`config.mk`:
```
export PLATFORM = sky130hd
export DESIGN_NAME = cmd_ctrl_multi_flat
export DESIGN_NICKNAME = d
export VERILOG_FILES = /design/src/rtl/cmd_ctrl_multi_pkg.sv /design/src/rtl/cmd_ctrl_multi_if.sv /design/src/rtl/cmd_ctrl_multi_cs_pulse_gen.sv /design/src/rtl/cmd_ctrl_multi.sv /design/src/flat_wrapper.sv
export SDC_FILE = /design/constraint.sdc
export NUM_CORES = 1
export LEC_CHECK = 0
export ABC_AREA = 1
export BUFFER_PORTS_ARGS = -buffer_cell sky130_fd_sc_hd__buf_2
export CORE_MARGIN = 2
export CORE_UTILIZATION = 62
export CTS_CLUSTER_SIZE = 8
export DETAILED_ROUTE_END_ITERATION = 8
export PLACE_DENSITY = 0.83
export REMOVE_ABC_BUFFERS = 1
export SETUP_SLACK_MARGIN = 0.15
export SYNTH_ARGS = -nofsm -noshare
export SYNTH_HDL_FRONTEND = slang
export SYNTH_SLANG_ARGS = --single-unit
```
`constraint.sdc`:
```
create_clock -name clk -period 7.2 [get_ports clk]
set_input_delay 0.72 -clock clk [delete_from_list [all_inputs] [get_ports clk]]
set_output_delay 0.72 -clock clk [all_outputs]
set_load 0.005 [all_outputs]
```
`src/rtl/cmd_ctrl_multi_pkg.sv`:
```
// ---------------------------------------------------------------------------
// ctrl_pkg : shared definitions for the cmd_ctrl_multi byte-command controller.
//   - command byte codes received from the UART
//   - response byte codes returned to the UART
//   - controller state enumeration
//   - 7-segment (active-low, gfedcba) digit lookup
// ---------------------------------------------------------------------------
package ctrl_pkg;

   // Command bytes
   localparam logic [7:0] CMD_DAC_RST = 8'h72;
   localparam logic [7:0] CMD_DAC_INC = 8'h74;
   localparam logic [7:0] CMD_DAC_DEC = 8'h65;
   localparam logic [7:0] CMD_POT_RST = 8'h66;
   localparam logic [7:0] CMD_POT_INC = 8'h67;
   localparam logic [7:0] CMD_POT_DEC = 8'h64;
   localparam logic [7:0] CMD_SEL_INC = 8'h61;
   localparam logic [7:0] CMD_SEL_DEC = 8'h71;
   localparam logic [7:0] CMD_RB_POT  = 8'h76;
   localparam logic [7:0] CMD_RB_DAC  = 8'h77;

   // Response bytes
   localparam logic [7:0] RSP_RESET   = 8'h40;
   localparam logic [7:0] RSP_DAC_RST = 8'h01;
   localparam logic [7:0] RSP_DAC_INC = 8'h03;
   localparam logic [7:0] RSP_DAC_DEC = 8'h04;
   localparam logic [7:0] RSP_POT_RST = 8'h05;
   localparam logic [7:0] RSP_POT_INC = 8'h06;
   localparam logic [7:0] RSP_POT_DEC = 8'h07;
   localparam logic [7:0] RSP_SEL_INC = 8'h08;
   localparam logic [7:0] RSP_SEL_DEC = 8'h09;
   localparam logic [7:0] RSP_NAK     = 8'h3F;
   localparam logic [7:0] RSP_SAT_BIT = 8'h80;

   typedef enum logic [1:0] {
      IDLE      = 2'd0,
      DAC_FRAME = 2'd1,
      POT_FRAME = 2'd2
   } ctrl_state_e;

   // Active-low 7-segment pattern, bit order {g,f,e,d,c,b,a}; blank for >9.
   function automatic logic [6:0] seg7_digit(input logic [3:0] d);
      logic [6:0] s;
      case (d)
         4'd0:    s = 7'b1000000;
         4'd1:    s = 7'b1111001;
         4'd2:    s = 7'b0100100;
         4'd3:    s = 7'b0110000;
         4'd4:    s = 7'b0011001;
         4'd5:    s = 7'b0010010;
         4'd6:    s = 7'b0000010;
         4'd7:    s = 7'b1111000;
         4'd8:    s = 7'b0000000;
         4'd9:    s = 7'b0010000;
         default: s = 7'b1111111;
      endcase
      return s;
   endfunction

endpackage

```
`src/rtl/cmd_ctrl_multi_if.sv`:
```
// ---------------------------------------------------------------------------
// cmd_ctrl_multi_if : bus bundle between the command controller and its
// surroundings (UART rx/tx side, DAC, pot chain, display).
//
// Handshake: a command byte transfers on a rising clk edge where
// rx_valid && rx_ready are both high. rx_valid presented while rx_ready is
// low is not held off -- the byte is simply ignored and never answered.
// resp_valid is a single-cycle strobe qualifying resp_data; there is no
// back-pressure on the response side.
//
// Signals:
//   rx_data/rx_valid  -> command byte and its strobe (master drives)
//   rx_ready          <- controller idle and able to accept
//   resp_data/valid   <- response byte and one-cycle strobe
//   dac_word/dac_cs_n <- {control nibble, DAC code}, active-low DAC select
//   pot_sel/pot_word  <- selected pot channel and its code
//   pot_cs_n          <- active-low pot-chain select
//   seg               <- active-low 7-segment digit of pot_sel
//   state             <- controller state, for observation only
// ---------------------------------------------------------------------------
interface cmd_ctrl_multi_if
   import ctrl_pkg::*;
#(
   parameter int SEL_W    = 2,
   parameter int DAC_BITS = 12,
   parameter int POT_BITS = 8
) ();

   logic [7:0]          rx_data;
   logic                rx_valid;
   logic                rx_ready;
   logic [7:0]          resp_data;
   logic                resp_valid;
   logic [DAC_BITS+3:0] dac_word;
   logic                dac_cs_n;
   logic [SEL_W-1:0]    pot_sel;
   logic [POT_BITS-1:0] pot_word;
   logic                pot_cs_n;
   logic [6:0]          seg;
   ctrl_state_e         state;

   modport slave (
      input  rx_data, rx_valid,
      output rx_ready, resp_data, resp_valid, dac_word, dac_cs_n,
             pot_sel, pot_word, pot_cs_n, seg, state
   );

   modport master (
      output rx_data, rx_valid,
      input  rx_ready, resp_data, resp_valid, dac_word, dac_cs_n,
             pot_sel, pot_word, pot_cs_n, seg, state
   );

endinterface

```
`src/rtl/cmd_ctrl_multi_cs_pulse_gen.sv`:
```
// ---------------------------------------------------------------------------
// cs_pulse_gen : chip-select window generator.
// A start strobe sampled on edge k drives cs_n low from cycle k+1 for exactly
// CYCLES cycles. done is high during the last low cycle so the owner can
// leave its frame state on the same edge that releases cs_n.
//
// Ports:
//   clk, rst (async, active high)
//   start  in   begin a window (ignored by design only if owner never pulses
//               it mid-window)
//   cs_n   out  registered active-low select
//   done   out  last cycle of the window
// ---------------------------------------------------------------------------
module cs_pulse_gen #(
   parameter int CYCLES = 1
) (
   input  logic clk,
   input  logic rst,
   input  logic start,
   output logic cs_n,
   output logic done
);

   localparam int CNT_W = $clog2(CYCLES + 1);

   logic [CNT_W-1:0] cnt_q, cnt_d;
   logic             cs_n_q, cs_n_d;

   always_comb begin
      cnt_d  = cnt_q;
      cs_n_d = cs_n_q;
      if (start) begin
         cnt_d  = CNT_W'(CYCLES);
         cs_n_d = 1'b0;
      end else if (cnt_q != '0) begin
         cnt_d = cnt_q - 1'b1;
         if (cnt_q == CNT_W'(1)) begin
            cs_n_d = 1'b1;
         end
      end
   end

   always_ff @(posedge clk or posedge rst) begin
      if (rst) begin
         cnt_q  <= '0;
         cs_n_q <= 1'b1;
      end else begin
         cnt_q  <= cnt_d;
         cs_n_q <= cs_n_d;
      end
   end

   assign cs_n = cs_n_q;
   assign done = (cnt_q == CNT_W'(1));

endmodule

```
`src/rtl/cmd_ctrl_multi.sv`:
```
// ---------------------------------------------------------------------------
// cmd_ctrl_multi : byte-command controller for the analogue front end.
// Decodes UART command bytes, keeps one DAC code and NUM_POT pot codes with
// saturating inc/dec, opens a chip-select window after each code update,
// answers every accepted byte with one response byte, and shows the
// selected pot channel on a 7-segment digit.
//
// Ports:
//   clk  in  system clock
//   rst  in  asynchronous active-high reset (releases both cs_n at once)
//   bus  cmd_ctrl_multi_if.slave  (see interface file for signal list)
//
// Build option: CTRL_READBACK_EN adds readback commands 0x76 (selected pot
// code) and 0x77 (upper 8 bits of the DAC code); without it both are NAKed.
// ---------------------------------------------------------------------------
module cmd_ctrl_multi
   import ctrl_pkg::*;
#(
   parameter int                   NUM_POT       = 4,
   parameter int                   DAC_BITS      = 12,
   parameter logic [3:0]           DAC_CMD       = 4'hE,
   parameter int                   POT_BITS      = 8,
   parameter logic [DAC_BITS-1:0]  DAC_RST       = 12'h800,
   parameter logic [POT_BITS-1:0]  POT_RST       = 8'h80,
   parameter int                   DAC_CS_CYCLES = 68,
   parameter int                   POT_CS_CYCLES = 36
) (
   input logic              clk,
   input logic              rst,
   cmd_ctrl_multi_if.slave  bus
);

   localparam int SEL_W = $clog2(NUM_POT);

   ctrl_state_e         state_q, state_d;
   logic                rx_ready_q, rx_ready_d;
   logic [7:0]          resp_data_q, resp_data_d;
   logic                resp_valid_q, resp_valid_d;
   logic [DAC_BITS-1:0] dac_code_q, dac_code_d;
   logic [POT_BITS-1:0] pot_q [NUM_POT];
   logic [POT_BITS-1:0] pot_d [NUM_POT];
   logic [SEL_W-1:0]    sel_q, sel_d;
   logic [POT_BITS-1:0] pot_word_q, pot_word_d;
   logic [6:0]          seg_q, seg_d;

   logic dac_start, pot_start;
   logic dac_done, pot_done;
   logic dac_cs_n, pot_cs_n;
   logic accept;

   assign accept = bus.rx_valid && rx_ready_q;

   always_comb begin
      state_d      = state_q;
      resp_data_d  = resp_data_q;
      resp_valid_d = 1'b0;
      dac_code_d   = dac_code_q;
      pot_d        = pot_q;
      sel_d        = sel_q;
      dac_start    = 1'b0;
      pot_start    = 1'b0;

      case (state_q)
         IDLE: begin
            if (accept) begin
               resp_valid_d = 1'b1;
               case (bus.rx_data)
                  CMD_DAC_RST: begin
                     dac_code_d  = DAC_RST;
                     resp_data_d = RSP_DAC_RST;
                     dac_start   = 1'b1;
                     state_d     = DAC_FRAME;
                  end
                  CMD_DAC_INC: begin
                     // Saturated: code held, flag set, frame still sent.
                     if (dac_code_q == '1) begin
                        resp_data_d = RSP_DAC_INC | RSP_SAT_BIT;
                     end else begin
                        dac_code_d  = dac_code_q + 1'b1;
                        resp_data_d = RSP_DAC_INC;
                     end
                     dac_start = 1'b1;
                     state_d   = DAC_FRAME;
                  end
                  CMD_DAC_DEC: begin
                     if (dac_code_q == '0) begin
                        resp_data_d = RSP_DAC_DEC | RSP_SAT_BIT;
                     end else begin
                        dac_code_d  = dac_code_q - 1'b1;
                        resp_data_d = RSP_DAC_DEC;
                     end
                     dac_start = 1'b1;
                     state_d   = DAC_FRAME;
                  end
                  CMD_POT_RST: begin
                     pot_d[sel_q] = POT_RST;
                     resp_data_d  = RSP_POT_RST;
                     pot_start    = 1'b1;
                     state_d      = POT_FRAME;
                  end
                  CMD_POT_INC: begin
                     if (pot_q[sel_q] == '1) begin
                        resp_data_d = RSP_POT_INC | RSP_SAT_BIT;
                     end else begin
                        pot_d[sel_q] = pot_q[sel_q] + 1'b1;
                        resp_data_d  = RSP_POT_INC;
                     end
                     pot_start = 1'b1;
                     state_d   = POT_FRAME;
                  end
                  CMD_POT_DEC: begin
                     if (pot_q[sel_q] == '0) begin
                        resp_data_d = RSP_POT_DEC | RSP_SAT_BIT;
                     end else begin
                        pot_d[sel_q] = pot_q[sel_q] - 1'b1;
                        resp_data_d  = RSP_POT_DEC;
                     end
                     pot_start = 1'b1;
                     state_d   = POT_FRAME;
                  end
                  // Wrap is explicit so non-power-of-two channel counts work.
                  CMD_SEL_INC: begin
                     sel_d       = (sel_q == SEL_W'(NUM_POT - 1)) ? '0 : sel_q + 1'b1;
                     resp_data_d = RSP_SEL_INC;
                  end
                  CMD_SEL_DEC: begin
                     sel_d       = (sel_q == '0) ? SEL_W'(NUM_POT - 1) : sel_q - 1'b1;
                     resp_data_d = RSP_SEL_DEC;
                  end
`ifdef CTRL_READBACK_EN
                  CMD_RB_POT: begin
                     resp_data_d = 8'(pot_q[sel_q]);
                  end
                  CMD_RB_DAC: begin
                     resp_data_d = dac_code_q[DAC_BITS-1 -: 8];
                  end
`endif
                  default: begin
                     resp_data_d = RSP_NAK;
                  end
               endcase
            end
         end
         DAC_FRAME: begin
            if (dac_done) state_d = IDLE;
         end
         POT_FRAME: begin
            if (pot_done) state_d = IDLE;
         end
         default: begin
            state_d = IDLE;
         end
      endcase

      // Ready drops on the accept edge and returns on the edge that
      // releases cs_n, so it is low exactly across the window.
      rx_ready_d = (state_d == IDLE);
      pot_word_d = pot_d[sel_d];
      seg_d      = seg7_digit(4'(sel_d));
   end

   always_ff @(posedge clk or posedge rst) begin
      if (rst) begin
         state_q      <= IDLE;
         rx_ready_q   <= 1'b1;
         resp_data_q  <= RSP_RESET;
         resp_valid_q <= 1'b0;
         dac_code_q   <= DAC_RST;
         for (int i = 0; i < NUM_POT; i++) begin
            pot_q[i] <= POT_RST;
         end
         sel_q        <= '0;
         pot_word_q   <= POT_RST;
         seg_q        <= 7'b1000000;
      end else begin
         state_q      <= state_d;
         rx_ready_q   <= rx_ready_d;
         resp_data_q  <= resp_data_d;
         resp_valid_q <= resp_valid_d;
         dac_code_q   <= dac_code_d;
         pot_q        <= pot_d;
         sel_q        <= sel_d;
         pot_word_q   <= pot_word_d;
         seg_q        <= seg_d;
      end
   end

   cs_pulse_gen #(.CYCLES(DAC_CS_CYCLES)) u_dac_cs (
      .clk   (clk),
      .rst   (rst),
      .start (dac_start),
      .cs_n  (dac_cs_n),
      .done  (dac_done)
   );

   cs_pulse_gen #(.CYCLES(POT_CS_CYCLES)) u_pot_cs (
      .clk   (clk),
      .rst   (rst),
      .start (pot_start),
      .cs_n  (pot_cs_n),
      .done  (pot_done)
   );

   assign bus.rx_ready   = rx_ready_q;
   assign bus.resp_data  = resp_data_q;
   assign bus.resp_valid = resp_valid_q;
   assign bus.dac_word   = {DAC_CMD, dac_code_q};
   assign bus.dac_cs_n   = dac_cs_n;
   assign bus.pot_sel    = sel_q;
   assign bus.pot_word   = pot_word_q;
   assign bus.pot_cs_n   = pot_cs_n;
   assign bus.seg        = seg_q;
   assign bus.state      = state_q;

endmodule

```
`src/flat_wrapper.sv`:
```
// flat-port wrapper written by rule: the top's interface ports become plain ports
module cmd_ctrl_multi_flat import ctrl_pkg::*;
#(
   parameter int                   NUM_POT       = 4,
   parameter int                   DAC_BITS      = 12,
   parameter logic [3:0]           DAC_CMD       = 4'hE,
   parameter int                   POT_BITS      = 8,
   parameter logic [DAC_BITS-1:0]  DAC_RST       = 12'h800,
   parameter logic [POT_BITS-1:0]  POT_RST       = 8'h80,
   parameter int                   DAC_CS_CYCLES = 68,
   parameter int                   POT_CS_CYCLES = 36
)
  (clk, rst, bus_rx_data, bus_rx_valid, bus_rx_ready, bus_resp_data, bus_resp_valid, bus_dac_word, bus_dac_cs_n, bus_pot_sel, bus_pot_word, bus_pot_cs_n, bus_seg, bus_state);
  cmd_ctrl_multi_if #(.SEL_W(2), .DAC_BITS(DAC_BITS), .POT_BITS(POT_BITS)) bus_i ();
  input logic clk;
  input logic rst;
  input wire logic [$bits(bus_i.rx_data)-1:0] bus_rx_data;
  input wire logic [$bits(bus_i.rx_valid)-1:0] bus_rx_valid;
  output wire logic [$bits(bus_i.rx_ready)-1:0] bus_rx_ready;
  output wire logic [$bits(bus_i.resp_data)-1:0] bus_resp_data;
  output wire logic [$bits(bus_i.resp_valid)-1:0] bus_resp_valid;
  output wire logic [$bits(bus_i.dac_word)-1:0] bus_dac_word;
  output wire logic [$bits(bus_i.dac_cs_n)-1:0] bus_dac_cs_n;
  output wire logic [$bits(bus_i.pot_sel)-1:0] bus_pot_sel;
  output wire logic [$bits(bus_i.pot_word)-1:0] bus_pot_word;
  output wire logic [$bits(bus_i.pot_cs_n)-1:0] bus_pot_cs_n;
  output wire logic [$bits(bus_i.seg)-1:0] bus_seg;
  output wire logic [$bits(bus_i.state)-1:0] bus_state;
  assign bus_i.rx_data = bus_rx_data;
  assign bus_i.rx_valid = bus_rx_valid;
  assign bus_rx_ready = bus_i.rx_ready;
  assign bus_resp_data = bus_i.resp_data;
  assign bus_resp_valid = bus_i.resp_valid;
  assign bus_dac_word = bus_i.dac_word;
  assign bus_dac_cs_n = bus_i.dac_cs_n;
  assign bus_pot_sel = bus_i.pot_sel;
  assign bus_pot_word = bus_i.pot_word;
  assign bus_pot_cs_n = bus_i.pot_cs_n;
  assign bus_seg = bus_i.seg;
  assign bus_state = bus_i.state;
  cmd_ctrl_multi #(.NUM_POT(NUM_POT), .DAC_BITS(DAC_BITS), .DAC_CMD(DAC_CMD), .POT_BITS(POT_BITS), .DAC_RST(DAC_RST), .POT_RST(POT_RST), .DAC_CS_CYCLES(DAC_CS_CYCLES), .POT_CS_CYCLES(POT_CS_CYCLES)) u_core (.clk(clk), .rst(rst), .bus(bus_i));
endmodule
```
==> impl_results.md <==
* Slowest CP cell: inv_2
* Vias post-DR at 6749
* CTS tree: yes
* Hold Path Class: reg -> reg
* Buf/Inv on CP at 4
* Hold buffers post-CTS at 0
* Maximum vdd drop at 0.1833 mV
* Final-report hold violation count at 0
* Design Area, Final at 7027 µm²
* Post-synth EDFFs at 0
* Max Root-Sink Buffers at 2
* Simple-Gate Fraction of Synth Area at 41.04%
* Worst-path fanout max at 26
* Logic gate share of total power at 37.6%
* Max Cap Viol at 0
* Worst EP arrival at 3.61 ns
* CP dominant cell by count: nand2_1
* RSZ-0062 raised after global routing: no
* First drt pass iteration count at 6
* Routed wire length per instance at 15.75 µm
* Post-Place Cell Area at 6805 µm²
* Vias per cell at 5.763
* DP HPWL at 12820 µm
* First-pass GRT wire length at 30100 µm
* Clk Tree Root Cell: clkbuf_8
* Grt ovf at 0
* Clock Sinks at 85
* CTS Buf Count at 9
* Pwr dens at 231.8 nW/µm²
* Synth Flop Type: dfrtp_1
* Die Ht at 106.7 µm
* DRT antenna net count at 0
* Initial antenna violation count at 0
* Skew-Pair Late Insertion Delay at 0.37 ns
* Commonest non-fill, non-tap cell in the layout: nand2_1
* Initial Util at 63.57%
* Die area at 11380 µm²
* Flops & latches, synth at 85
* Worst Skew at 0.009210 ns
* Synth Area in Compound Gates at 9.498%
* Post-Synth XOR/XNOR Area at 1.858%
* Total global-route track usage at 33.39%
* Fraction of synthesized area in multiplexers at 0.3447%
* Count of final setup violators at 0
* Io pins at 58
* Switch Pwr at 0.6691 mW
* Starting DRT DRC Count at 897
* Synth unique cells at 47
* Largest net degree at the start of global routing at 86
* Setup TNS at 0 ns
* Layout cells sized above 1 at 13.24%
* Synthesis warning total at 0
* Largest family of logic cells by synthesized area: simple AND/OR/NAND/NOR gates
* Sw Share at 41.08%
* Slowest stage delay, CP at 0.44 ns
* H-tree depth at 3
* Adder-Cell Fraction of Synth Area at 4.328%
* Max-slew violations at 0
* Clock period minus final worst setup slack at 3.359 ns
* Slew HR at 26.77%
* Postcts setup bufs at 0
* CP Cell Sequence: buf_4, inv_2, nand2_1, nand2_1, nand2_1, nand2_1, ha_1, nand3_1, inv_1, nand2_1, nor3_2, nand2_1, nand3_1, nand2_1, nand2_1, nand2_1, nand2_1, nand2_1, inv_1, nand3_1
* Period utilization at 46.65%
* Post-Route WL at 18440 µm
* Cell Rows at 37
* Fin nets at 1063
* Worst slew pin tran at 1.098 ns
* Highest-count cells in the layout ignoring fill and taps: 364 x nand2_1, 107 x nand3_1, 106 x inv_1
* Delay-heaviest family, CP: simple AND/OR/NAND/NOR gates
* Crit start category: flip-flop
* Core area at 10280 µm²
* Synth Instances at 990
* CTS clk-pin slew, worst paths at 0.09 ns
* Async set-reset flop share out of synthesis at 100.0%
* Crit path kind: reg -> reg
* FMAX at 297.7 MHz
* Pleak at 3.706 nW
* Gp weighted congestion at 0.9681
* WP data required at 7.45 ns
* Resize count post-CTS at 0
* Area growth from synthesis to layout at 7.545%
* DRC Markers at 0
* Post-Syn Area per Cell at 6.600 µm²
* I/O Buffers at 52
* Register area share after synthesis at 32.77%
* Reg power frac at 38.4%
* Antenna diodes at 0
* Run status: complete, no violations
* Mapped Area at 6534 µm²
* Clock power share at 24.0%
* Worst setup EP type: flip-flop
* DIE WIDTH at 106.7 µm
* Pint at 0.9596 mW
* Vias in the first global route at 5964
## worst paths after layout
check / cells past startpoint / slack [ns] / start / endpoint
min in group asynchronous: 3 / 0.68 / rst / u_core.u_dac_cs.cnt_q[2]$_DFFE_PP0P_
hold / removal: 2 / 0.44 / u_core.bus.resp_data[6]$_DFFE_PP1P_ / u_core.bus.resp_data[6]$_DFFE_PP1P_
hold reg to reg: 2 / 0.44 / u_core.bus.resp_data[6]$_DFFE_PP1P_ / u_core.bus.resp_data[6]$_DFFE_PP1P_
setup reg to reg: 20 / 3.84 / u_core.bus.pot_sel[0]$_DFF_PP0_ / u_core.bus.pot_word[2]$_DFF_PP0_
setup / recovery: 20 / 3.84 / u_core.bus.pot_sel[0]$_DFF_PP0_ / u_core.bus.pot_word[2]$_DFF_PP0_
max in group asynchronous: 3 / 5.81 / rst / u_core.pot_q[28]$_DFF_PP0_
## cell families after synthesis
family,count (synthesis)
other,2
multiplexers,1
adder cells (fa/ha/maj),22
flip-flops,85
buffers and inverters,149
AND/OR/NAND/NOR,613
XOR/XNOR,13
AO/OA/AOI/OAI,105
## per-layer routing
layer	wire (µm)	vias up	share of wire (%)	track usage (%)
li1	-	3256	-	-
met1	8000	3067	43	49.92
met2	7943	388	43	49.23
met3	2152	38	12	7.052
met4	340	0	1.8	8.905
met5	0	-	0	0
## sequential cells by signal, summed over array words and instances (netlist names), 2 cells and up
signal / count
u_core.bus.pot_sel: 2
u_core.bus.seg: 5
u_core.bus.state: 2
u_core.pot_q: 32
u_core.bus.resp_data: 7
u_core.bus.pot_word: 8
u_core.dac_code_q: 12
u_core.u_dac_cs.cnt_q: 7
u_core.u_pot_cs.cnt_q: 6
## area by class of cell
type | instances | area [µm²]
multi-input combinational | 759 | 3752
fill | 944 | 3251
sequential | 85 | 2141
inverter | 118 | 444.2
timing repair buffer | 57 | 297.8
tap | 136 | 170.2
clock buffer | 10 | 127.6
clock inverter | 6 | 93.84
## worst reg2reg max path, stage by stage (launching register included)
cell     delay (ns)
dfrtp_1        0.37
buf_4          0.24
inv_2          0.45
nand2_1        0.14
nand2_1        0.08
nand2_1        0.05
nand2_1        0.14
ha_1           0.19
nand3_1        0.20
inv_1          0.15
nand2_1        0.09
nor3_2         0.42
nand2_1        0.11
nand3_1        0.11
nand2_1        0.07
nand2_1        0.06
nand2_1        0.10
nand2_1        0.08
nand2_1        0.06
inv_1          0.05
nand3_1        0.08
## power by group through the flow
stage / combinational [mW] / sequential (mW) / clock, mW
3_3_place_gp: 0.587 / 0.632 / 0
5_1_grt: 0.681 / 0.635 / 0.410
3_5_place_dp: 0.595 / 0.633 / 0
6_report: 0.612 / 0.625 / 0.391
4_1_cts: 0.598 / 0.625 / 0.390
2_1_floorplan: 0.418 / 0.629 / 0
## Yosys cell counts, types with 6 or more instances
cell / number / area share [%]
nor2_1: 60 / 3.4
dfstp_2: 11 / 4.4
dfrtp_1: 74 / 28
nor2_2: 10 / 0.96
o22ai_1: 8 / 0.77
inv_1: 107 / 6.1
nor4_1: 6 / 0.57
nand2_2: 19 / 1.8
buf_4: 10 / 1.1
buf_2: 9 / 0.69
inv_2: 10 / 0.57
o211ai_1: 14 / 1.6
nand4_1: 15 / 1.4
nor3_1: 16 / 1.2
o21ai_0: 41 / 3.1
xor2_1: 11 / 1.5
a21oi_1: 24 / 1.8
nand2_1: 364 / 21
nand3_1: 107 / 8.2
ha_1: 21 / 4.0
## through the flow
stage / instances / util [%] / total power [mW] / hold WS, ns / setup slack (ns)
detailed placement: 1155 / 66.22 / 1.228 / 0.4294 / 3.608
global route: 1171 / 68.37 / 1.726 / 0.4722 / 3.574
global placement: 1155 / 66.22 / 1.218 / 0.4289 / 3.723
CTS: 1171 / 68.37 / 1.613 / 0.4435 / 3.987
floorplan: 962 / - / 1.047 / 0.4332 / 3.998
finish: 1171 / 68.37 / 1.629 / 0.4446 / 3.841
(Power assumes the default switching activity.)
